File: src/rtl/alu_arbiter_pkg.sv
// Shared definitions for the ALU arbiter: FSM state encoding and ALU opcodes.
package alu_arbiter_pkg;

  typedef enum logic [1:0] {
    IDLE = 2'd0,
    EXEC = 2'd1,
    RESP = 2'd2
  } state_t;

  localparam logic [3:0] ALU_ADD   = 4'h0;  // a + b
  localparam logic [3:0] ALU_SUB   = 4'h1;  // a - b
  localparam logic [3:0] ALU_AND   = 4'h2;  // a & b
  localparam logic [3:0] ALU_OR    = 4'h3;  // a | b
  localparam logic [3:0] ALU_XOR   = 4'h4;  // a ^ b
  localparam logic [3:0] ALU_NOR   = 4'h5;  // ~(a | b)
  localparam logic [3:0] ALU_NAND  = 4'h6;  // ~(a & b)
  localparam logic [3:0] ALU_XNOR  = 4'h7;  // ~(a ^ b)
  localparam logic [3:0] ALU_SLL   = 4'h8;  // a << b
  localparam logic [3:0] ALU_SRL   = 4'h9;  // a >> b (logical)
  localparam logic [3:0] ALU_SRA   = 4'hA;  // a >>> b (arithmetic)
  localparam logic [3:0] ALU_SLT   = 4'hB;  // signed a < b
  localparam logic [3:0] ALU_SLTU  = 4'hC;  // unsigned a < b
  localparam logic [3:0] ALU_PASSA = 4'hD;  // a
  localparam logic [3:0] ALU_PASSB = 4'hE;  // b
  localparam logic [3:0] ALU_NOTA  = 4'hF;  // ~a

endpackage

File: src/rtl/alu_arbiter_alu.sv
// Combinational N-bit ALU shared by all arbiter requesters.
module alu
  import alu_arbiter_pkg::*;
#(
  parameter int N = 8
) (
  input  logic [N-1:0] a,
  input  logic [N-1:0] b,
  input  logic [3:0]   select,
  output logic [N-1:0] result
);

  // Operation decode; shift amounts of N or more saturate naturally.
  always_comb begin
    result = {N{1'b0}};
    case (select)
      ALU_ADD:   result = a + b;
      ALU_SUB:   result = a - b;
      ALU_AND:   result = a & b;
      ALU_OR:    result = a | b;
      ALU_XOR:   result = a ^ b;
      ALU_NOR:   result = ~(a | b);
      ALU_NAND:  result = ~(a & b);
      ALU_XNOR:  result = ~(a ^ b);
      ALU_SLL:   result = a << b;
      ALU_SRL:   result = a >> b;
      ALU_SRA:   result = $signed(a) >>> b;
      ALU_SLT:   result = {{(N-1){1'b0}}, ($signed(a) < $signed(b))};
      ALU_SLTU:  result = {{(N-1){1'b0}}, (a < b)};
      ALU_PASSA: result = a;
      ALU_PASSB: result = b;
      ALU_NOTA:  result = ~a;
      default:   result = {N{1'b0}};
    endcase
  end

endmodule

File: src/rtl/alu_arbiter.sv
// Round-robin arbiter granting R requesters access to one shared ALU.
// Each grant runs IDLE -> EXEC -> RESP; the response is held until the
// granted requester accepts it, so grants are at least three cycles apart.
module alu_arbiter
  import alu_arbiter_pkg::*;
#(
  parameter int N = 8,
  parameter int R = 4
) (
  input  logic           clk,
  input  logic           rst_n,
  input  logic [R-1:0]   req_valid,
  output logic [R-1:0]   req_ready,
  input  logic [R*N-1:0] req_a,
  input  logic [R*N-1:0] req_b,
  input  logic [R*4-1:0] req_op,
  output logic [R-1:0]   rsp_valid,
  input  logic [R-1:0]   rsp_ready,
  output logic [N-1:0]   rsp_data,
  output logic           busy,
  output logic [15:0]    op_count
);

  localparam int IW = (R > 1) ? $clog2(R) : 1;

  state_t        state_q, state_d;
  logic [IW-1:0] rr_ptr_q, rr_ptr_d;
  logic [IW-1:0] winner_q, winner_d;
  logic [N-1:0]  a_q, a_d;
  logic [N-1:0]  b_q, b_d;
  logic [3:0]    op_q, op_d;
  logic [N-1:0]  rsp_data_q, rsp_data_d;
  logic [R-1:0]  rsp_valid_q, rsp_valid_d;
  logic [15:0]   op_count_q, op_count_d;

  logic [IW-1:0] pick_s;
  logic [IW-1:0] pick_next_s;
  logic [N-1:0]  alu_result_s;

  // First requester with valid set, scanning upward from ptr with wrap.
  function automatic logic [IW-1:0] rr_pick(input logic [R-1:0] valid,
                                            input logic [IW-1:0] ptr);
    logic found;
    rr_pick = ptr;
    found   = 1'b0;
    for (int i = 0; i < R; i++) begin
      int idx;
      idx = (int'(ptr) + i) % R;
      if (!found && valid[idx]) begin
        found   = 1'b1;
        rr_pick = IW'(idx);
      end
    end
  endfunction

  // Winner search and the pointer value that follows it.
  always_comb begin
    pick_s      = rr_pick(req_valid, rr_ptr_q);
    pick_next_s = (pick_s == IW'(R - 1)) ? {IW{1'b0}} : pick_s + IW'(1);
  end

  alu #(.N(N)) u_alu (
    .a      (a_q),
    .b      (b_q),
    .select (op_q),
    .result (alu_result_s)
  );

  // Next-state, datapath capture and combinational grant.
  always_comb begin
    state_d     = state_q;
    rr_ptr_d    = rr_ptr_q;
    winner_d    = winner_q;
    a_d         = a_q;
    b_d         = b_q;
    op_d        = op_q;
    rsp_data_d  = rsp_data_q;
    rsp_valid_d = rsp_valid_q;
    op_count_d  = op_count_q;
    req_ready   = {R{1'b0}};
    case (state_q)
      IDLE: begin
        if (|req_valid) begin
          req_ready[pick_s] = 1'b1;
          winner_d          = pick_s;
          a_d               = req_a[pick_s*N +: N];
          b_d               = req_b[pick_s*N +: N];
          op_d              = req_op[pick_s*4 +: 4];
          rr_ptr_d          = pick_next_s;
          state_d           = EXEC;
        end else begin
          state_d = IDLE;
        end
      end
      EXEC: begin
        rsp_data_d            = alu_result_s;
        rsp_valid_d           = {R{1'b0}};
        rsp_valid_d[winner_q] = 1'b1;
        state_d               = RESP;
      end
      RESP: begin
        // Only the winner's accept matters; other rsp_ready bits are ignored.
        if (rsp_ready[winner_q]) begin
          rsp_valid_d = {R{1'b0}};
          op_count_d  = op_count_q + 16'd1;
          state_d     = IDLE;
        end else begin
          state_d = RESP;
        end
      end
      default: begin
        rsp_valid_d = {R{1'b0}};
        state_d     = IDLE;
      end
    endcase
  end

  // State and datapath registers; reset drops any in-flight operation.
  always_ff @(posedge clk or negedge rst_n) begin
    if (!rst_n) begin
      state_q     <= IDLE;
      rr_ptr_q    <= {IW{1'b0}};
      winner_q    <= {IW{1'b0}};
      a_q         <= {N{1'b0}};
      b_q         <= {N{1'b0}};
      op_q        <= 4'h0;
      rsp_data_q  <= {N{1'b0}};
      rsp_valid_q <= {R{1'b0}};
      op_count_q  <= 16'd0;
    end else begin
      state_q     <= state_d;
      rr_ptr_q    <= rr_ptr_d;
      winner_q    <= winner_d;
      a_q         <= a_d;
      b_q         <= b_d;
      op_q        <= op_d;
      rsp_data_q  <= rsp_data_d;
      rsp_valid_q <= rsp_valid_d;
      op_count_q  <= op_count_d;
    end
  end

  assign rsp_valid = rsp_valid_q;
  assign rsp_data  = rsp_data_q;
  assign op_count  = op_count_q;
  assign busy      = (state_q != IDLE);

endmodule

File: config.mk
export PLATFORM = sky130hd
export DESIGN_NAME = alu_arbiter
export DESIGN_NICKNAME = d
export VERILOG_FILES = /design/src/rtl/alu_arbiter_pkg.sv /design/src/rtl/alu_arbiter_alu.sv /design/src/rtl/alu_arbiter.sv
export SDC_FILE = /design/constraint.sdc
export NUM_CORES = 1
export LEC_CHECK = 0
export ABC_AREA = 1
export BUFFER_PORTS_ARGS = -buffer_cell sky130_fd_sc_hd__buf_2
export CORE_MARGIN = 2
export CORE_UTILIZATION = 57
export DETAILED_ROUTE_END_ITERATION = 8
export PLACE_DENSITY = 0.8
export SYNTH_ARGS = -nofsm -noshare
export SYNTH_HDL_FRONTEND = slang
export SYNTH_SLANG_ARGS = --single-unit
File: constraint.sdc
create_clock -name clk -period 7.35 [get_ports clk]
set_clock_uncertainty 0.1 [all_clocks]
set_input_delay 0.3675 -clock clk [delete_from_list [all_inputs] [get_ports clk]]
set_output_delay 0.3675 -clock clk [all_outputs]
set_load 0.01 [all_outputs]
# Word-level counts from Yosys, hierarchy flattened
# Cells that the tools add are included.
[word_totals]
memories = 0
in_bits = 90
elab_cells = 112
regBits = 54
mem_bits_rw = 0
output_inout_bits = 33
romBits = 0
latch_bits = 0
[op_classes]
multipliers = 0
reduce_logical = 18
shifts = 6
eq_ne = 19
magnitude_cmp = 10
bitwise_logic = 11
addsub = 7
muxes = 32
div = 0
[ops]
columns = ["cell", "count"]
rows = [
  ["$pmux W8 S16", 1],
  ["$shiftx A32 B6 Y8", 2],
  ["$eq A4 B4 Y1 const B", 8],
  ["$not A8 Y8", 4],
  ["$add A16 B1 Y16 const B", 1],
  ["$eq A4 B3 Y1 const B", 4],
  ["$lt A8 B8 Y1", 2],
  ["$shiftx A16 B5 Y4", 1],
  ["$mux W1", 14],
  ["$lt A3 B4 Y1 const B", 3],
  ["$mux W4", 3],
  ["$pmux W4 S3", 1],
  ["$bmux W1 S2", 5],
  ["$mux W2", 5],
  ["$lt A2 B3 Y1 const B", 3],
  ["$add A8 B8 Y8", 1],
  ["$and A8 B8 Y8", 1],
  ["$eq A4 B2 Y1 const B", 2],
  ["$or A8 B8 Y8", 1],
  ["$shl A8 B8 Y8", 1],
  ["$shr A8 B8 Y8", 1],
  ["$sshr A8 B8 Y8", 1],
  ["$sub A8 B8 Y8", 1],
  ["$xor A8 B8 Y8", 1],
  ["other kinds (19)", 36],
]

# Depth between registers and ports, before layout
[depth]
word_depth = 20
ltp_mapped = 18
ltp_nobuf = 16

# Cells and area by module
# A second synthesis with hierarchy kept.
[hier_totals]
hier_cells = 949
hier_area_um2 = 5728.0
[by_module_without_submodules]
columns = ["module", "area_each_um2", "seq_area_each_um2", "cells_each", "n_inst"]
rows = [
  ["alu_arbiter", 3542.1, 1351.3, 520, 1],
  ["alu", 2185.8, 0.0, 429, 1],
]

# Worst setup path before layout
# Ideal clock, no wire load.
[synth_path]
kind = "flip-flop to flip-flop"
start = "reg b_q[3]"
end = "reg rsp_data_q[4] (netlist: rsp_data[4])"
path_buffers = 3
setup_ns = 0.117
path_stages_with_launch = 14
period_less_slack_ns = 2.430
required_ns = 7.133
setup_slack_ns = 4.920
arrival_time_ns = 2.213
path_cell_list = "dfrtp_1 -> clkbuf_1 -> inv_1 -> clkbuf_1 -> ha_1 -> clkbuf_1 -> inv_1 -> o21ai_0 -> a31oi_1 -> xor2_1 -> o21ai_0 -> inv_1 -> nand2_1 -> nand2_1"
[synth_between]
elab_chain_cells = 2
elab_cells_between_ends = 6
classes_between = "2 x add/sub; 3 x shift; 1 x mux"
[synth_rtl]
columns = ["item", "line", "text"]
rows = [
  ["from (decl)", "alu_arbiter.sv:30", "logic [N-1:0] b_q, b_d;"],
  ["from (signal assigned)", "alu_arbiter.sv:125", "b_q <= {N{1'b0}};"],
  ["$sub A8 B8 Y8, or another cell as far along", "alu_arbiter_alu.sv:18", "ALU_SUB: result = a - b;"],
  ["$pmux W8 S16 *", "alu_arbiter_alu.sv:16", "case (select)"],
  ["to (signal assigned)", "alu_arbiter.sv:127", "rsp_data_q <= {N{1'b0}};"],
  ["to (signal assigned)", "alu_arbiter.sv:137", "rsp_data_q <= rsp_data_d;"],
  ["to (decl)", "alu_arbiter.sv:32", "logic [N-1:0] rsp_data_q, rsp_data_d;"],
]
# Every way passes the cells marked *; elsewhere a longest branch is shown, timed or not.
# A chain may end at the register's enable or synchronous reset.

# Final worst setup path
[layout_path]
start = "reg rr_ptr_q[0]"
end = "out req_ready[2]"
[layout_between]
elab_chain_cells = 18
elab_cells_between_ends = 33
classes_between = "3 x add/sub; 2 x order compare; 21 x mux; 7 x reduce/logical"
[layout_rtl]
columns = ["item", "line", "text"]
rows = [
  ["from (decl)", "alu_arbiter.sv:27", "logic [IW-1:0] rr_ptr_q, rr_ptr_d;"],
  ["from (signal assigned)", "alu_arbiter.sv:122", "rr_ptr_q <= {IW{1'b0}};"],
  ["from (signal assigned)", "alu_arbiter.sv:132", "rr_ptr_q <= rr_ptr_d;"],
  ["$add A2 B1 Y2 / $bmux W1 S2 (equally long branches)", "alu_arbiter.sv:48, alu_arbiter.sv:49", ""],
  ["$bmux W1 S2 / $mux W1 (equally long branches)", "alu_arbiter.sv:49", "if (!found && valid[idx]) begin"],
  ["$mux W1 (not written as such)", "alu_arbiter.sv:49", ""],
  ["$mux W1 (not written as such) / $logic_not A1 Y1 (equally long branches)", "alu_arbiter.sv:49", ""],
  ["$logic_and A1 B1 Y1", "alu_arbiter.sv:49", ""],
  ["$mux W1", "alu_arbiter.sv:49", ""],
  ["$logic_not A1 Y1", "alu_arbiter.sv:49", ""],
  ["$logic_and A1 B1 Y1", "alu_arbiter.sv:49", ""],
  ["[... 2 more ...]", "--", ""],
  ["$logic_and A1 B1 Y1", "alu_arbiter.sv:49", ""],
  ["$mux W2 *", "alu_arbiter.sv:49", ""],
  ["$lt A2 B3 Y1 (not written as such) / $ge A2 B1 Y1 (equally long branches)", "alu_arbiter.sv:84", "req_ready[pick_s] = 1'b1;"],
  ["$logic_and A1 B1 Y1 (not written as such)", "alu_arbiter.sv:84", ""],
  ["$mux W1 (not written as such)", "alu_arbiter.sv:84", ""],
  ["$demux W1 S2 *", "alu_arbiter.sv:84", ""],
  ["$mux W4 *", "alu_arbiter.sv:83", "if (|req_valid) begin"],
  ["$mux W4 *", "alu_arbiter.sv:81", "case (state_q)"],
  ["to (decl)", "alu_arbiter.sv:13", "output logic [R-1:0] req_ready,"],
]
# Every way passes the cells marked *; elsewhere a longest branch is shown, timed or not. The select of a mux whose other input is x is not followed.

==> impl_metrics.env <==
export IMPL_outcome="finished clean"
export IMPL_crit_buf_inv=3
export IMPL_setup_viol=0
export IMPL_grt_pass1_wl_um=28700
export IMPL_die_w_um=105
export IMPL_grt_overflow=0
export IMPL_dp_hpwl_um=13100
export IMPL_worst_hold_path_type="in -> async"
export IMPL_gp_congestion=0.981
export IMPL_relSlewSlack_pct=39.0
export IMPL_cts_buffer_depth=2
export IMPL_syn_area_um2=5760
export IMPL_cts_buffers=5
export IMPL_wl_um=17000
export IMPL_power_density_nw_per_um2=475
export IMPL_vias=6663
export IMPL_end_kind="output port"
export IMPL_hold_violations=0
export IMPL_synthXorXnorAreaFrac_pct=2.74
export IMPL_final_min_clock_period_ns=3.81
export IMPL_cp_start_kind="flop"
export IMPL_synthSimpleGateAreaFrac_pct=49.1
export IMPL_grt_usage_pct=31.5
export IMPL_rsz0062_at_grt="false"
export IMPL_area_delta_synth_final_pct=12.5
export IMPL_max_vdd_ir_drop_uv=350
export IMPL_met1_length_um=7630
export IMPL_synth_compound_area_share_pct=8.58
export IMPL_crit_type="reg -> out"
export IMPL_num_antenna_cells=0
export IMPL_cts_resized_gates=0
export IMPL_fp_coreArea_um2=9770
export IMPL_synth_ff_type="dfrtp_1"
export IMPL_grt_pass1_vias=6025
export IMPL_finalSetupTns_ns=0
export IMPL_cp_required_ns=6.88
export IMPL_firstDrtPassIters=6
export IMPL_crit_fanout=43
export IMPL_arrival_ns=3.35
export IMPL_final_max_slew_violation_count=0
export IMPL_place_area_um2=6380
export IMPL_period_share_pct=51.9
export IMPL_avgSynthCellArea_um2=5.74
export IMPL_whs_ns=0.0519
export IMPL_regToRegSetupSlack_ns=4.17
export IMPL_ctsHtreeMaxLevel=2
export IMPL_synth_area_mux_share_pct=0
export IMPL_synth_distinct_cells=36
export IMPL_highest_layer="met4"
export IMPL_path_delay_family="simple AND/OR/NAND/NOR gates"
export IMPL_port_buffers=122
export IMPL_antenna_found_initial=0
export IMPL_synth_seq_cells=54
export IMPL_fin_area_um2=6480
export IMPL_drt_iter0_markers=477
export IMPL_drive_gt1_share_pct=13.2
export IMPL_clkSlewWorstSetupHoldPaths_ns=0.11
export IMPL_die_y_um=105
export IMPL_max_freq_mhz=262
export IMPL_slowest_stage="dfrtp_1"
export IMPL_postCtsHoldBufs=0
export IMPL_synthArstFlopShare_pct=100
export IMPL_grt_max_degree=55
export IMPL_fill_cells=963
export IMPL_ys_seq_area_share_pct=23.5
export IMPL_synth_edff_count=0
export IMPL_p_leak_nw=3.78
export IMPL_wire_per_inst_um=13.8
export IMPL_nets=1221
export IMPL_worst_pin_slew_ns=0.912
export IMPL_yosys_warnings=0
export IMPL_root_buffer="clkbuf_8"
export IMPL_ant_nets=0
export IMPL_viasPerCell=5.40
export IMPL_syn_nets=1125
export IMPL_cts_tree="built"
export IMPL_synth_fa_ha_area_share_pct=6.99
export IMPL_drt_drc_violations_left=0
export IMPL_worst_path_most_repeated_cell="nand2_1"
export IMPL_syn_instance_count=1004
export IMPL_path_cells="inv_2, nand2_1, nand2_1, nand2_1, nand2_2, a21oi_4, nand3_4, nand2_1, nand2_1, nand2_1, ha_1, inv_1, nor2_1, buf_2"
export IMPL_met2_length_um=7720
export IMPL_cpPeakStageDelay_ns=0.56
export IMPL_die_area_um2=10900
export IMPL_rows=36
export IMPL_met3_length_um=1120
export IMPL_worst_skew_pair_late_latency_ns=0.32
export IMPL_maxCapViolCount=0
export IMPL_postCtsSetupBuffers=0
export IMPL_synth_top_family_by_area="simple AND/OR/NAND/NOR gates"
export IMPL_start_util_pct=58.9
export IMPL_ios=123
export IMPL_cts_sinks=54
==> through the flow <==
step | worst slack, ns | std cells | total power [mW] | util [%]
final | 3.54 | 1234 | 3.08 | 66.3
after global routing | 3.21 | 1234 | 3.44 | 66.3
after CTS | 3.53 | 1234 | 3.06 | 66.3
after detailed placement | 3.91 | 1226 | 2.86 | 65.3
after global placement | 3.97 | 1226 | 2.84 | 65.3
after floorplan | 4.92 | 1004 | 2.37 | -
==> layout by cell type, fill, tap and decap left out, types with 2 or more instances in the layout <==
master	count
a21oi_1	22
buf_2	122
buf_4	3
clkbuf_8	5
clkinv_1	2
clkinv_4	2
dfrtp_1	54
fa_1	2
ha_1	29
inv_1	89
inv_2	2
nand2_1	458
nand2_2	3
nand3_1	111
nand4_1	17
nor2_1	74
nor3_1	11
nor4_1	3
o2111ai_1	5
o211ai_1	3
o21ai_0	42
o21bai_1	2
o22ai_1	5
o31ai_1	2
or2_2	4
xnor2_1	8
xor2_1	10
==> kinds of logic after synthesis <==
logic type | count (synthesis)
XOR/XNOR | 18
buffers and inverters | 129
adder cells (fa/ha/maj) | 31
flip-flops | 54
AO/OA/AOI/OAI | 86
AND/OR/NAND/NOR | 686
==> power by group <==
group / internal, mW / total (mW) / leakage [nW] / switching [mW]
clock: 0.0708 / 0.177 / 0.0502 / 0.106
sequential: 0.410 / 0.581 / 0.698 / 0.171
combinational: 0.736 / 2.32 / 3.03 / 1.59
==> worst reg2reg max path, cell delays in order (launching register included) <==
cell	delay [ns]
dfrtp_1	0.56
inv_2	0.14
nand2_1	0.08
nand2_1	0.08
nand2_1	0.08
nand2_2	0.09
a21oi_4	0.22
nand3_4	0.41
nand3_1	0.24
nand2_1	0.45
ha_1	0.48
nand2_1	0.06
o21ai_0	0.07
==> layer usage <==
layer / up-vias / global-route usage [%]
met5: - / 0
met4: 0 / 9.85
met2: 290 / 51.4
met3: 37 / 3.56
li1: 3388 / -
met1: 2948 / 43.7
==> cells in the mapped netlist (2+ instances only) <==
master       n  area [um^2]
o21bai_1     2         15.0
buf_2        5         25.0
ha_1        29          363
xor2_1      10         87.6
buf_4       10         75.1
fa_1         2         40.0
inv_1       89          334
nand4_1     17          106
or2_2        4         25.0
nand3_1    111          556
nor2_1      74          278
xnor2_1      8         70.1
clkinv_1     2         7.51
nand2_1    458         1720
o2111ai_1    5         43.8
clkbuf_1    21         78.8
nor4_1       3         18.8
nand2_2      3         18.8
dfrtp_1     54         1350
o31ai_1      2         15.0
o21ai_0     42          210
o211ai_1     3         22.5
o22ai_1      5         31.3
inv_2        2         7.51
nor3_1      11         55.1
a21oi_1     22          110
==> registers in the layout (all words and copies together) (netlist names) <==
| register | flops |
|---|---|
| op_count | 16 |
| a_q | 8 |
| b_q | 8 |
| rsp_data | 8 |
| op_q | 4 |
| rsp_valid | 4 |
| rr_ptr_q | 2 |
| state_q | 2 |
| winner_q | 2 |
==> final timing paths <==
check                            start            to  depth (start not counted)
max                        rr_ptr_q[0]  req_ready[2]                         14
min                              rst_n   rsp_data[4]                          2
max reg2reg                rr_ptr_q[0]   rr_ptr_q[1]                         12
min reg2reg                rsp_data[4]   rsp_data[4]                          2
max in group asynchronous        rst_n        b_q[5]                          2
min in group clk              req_b[3]        b_q[3]                          7
==> area by class of cell <==
type	count	area (um^2)	area share [%]
Sequential cell	54	1350	20.9
Tap cell	133	166	2.57
Clock inverter	3	28.8	0.444
Timing Repair Buffer	125	633	9.77
Inverter	93	349	5.39
Clock buffer	5	68.8	1.06
Multi-Input combinational cell	821	3880	59.9
(Power assumes the default switching activity.)
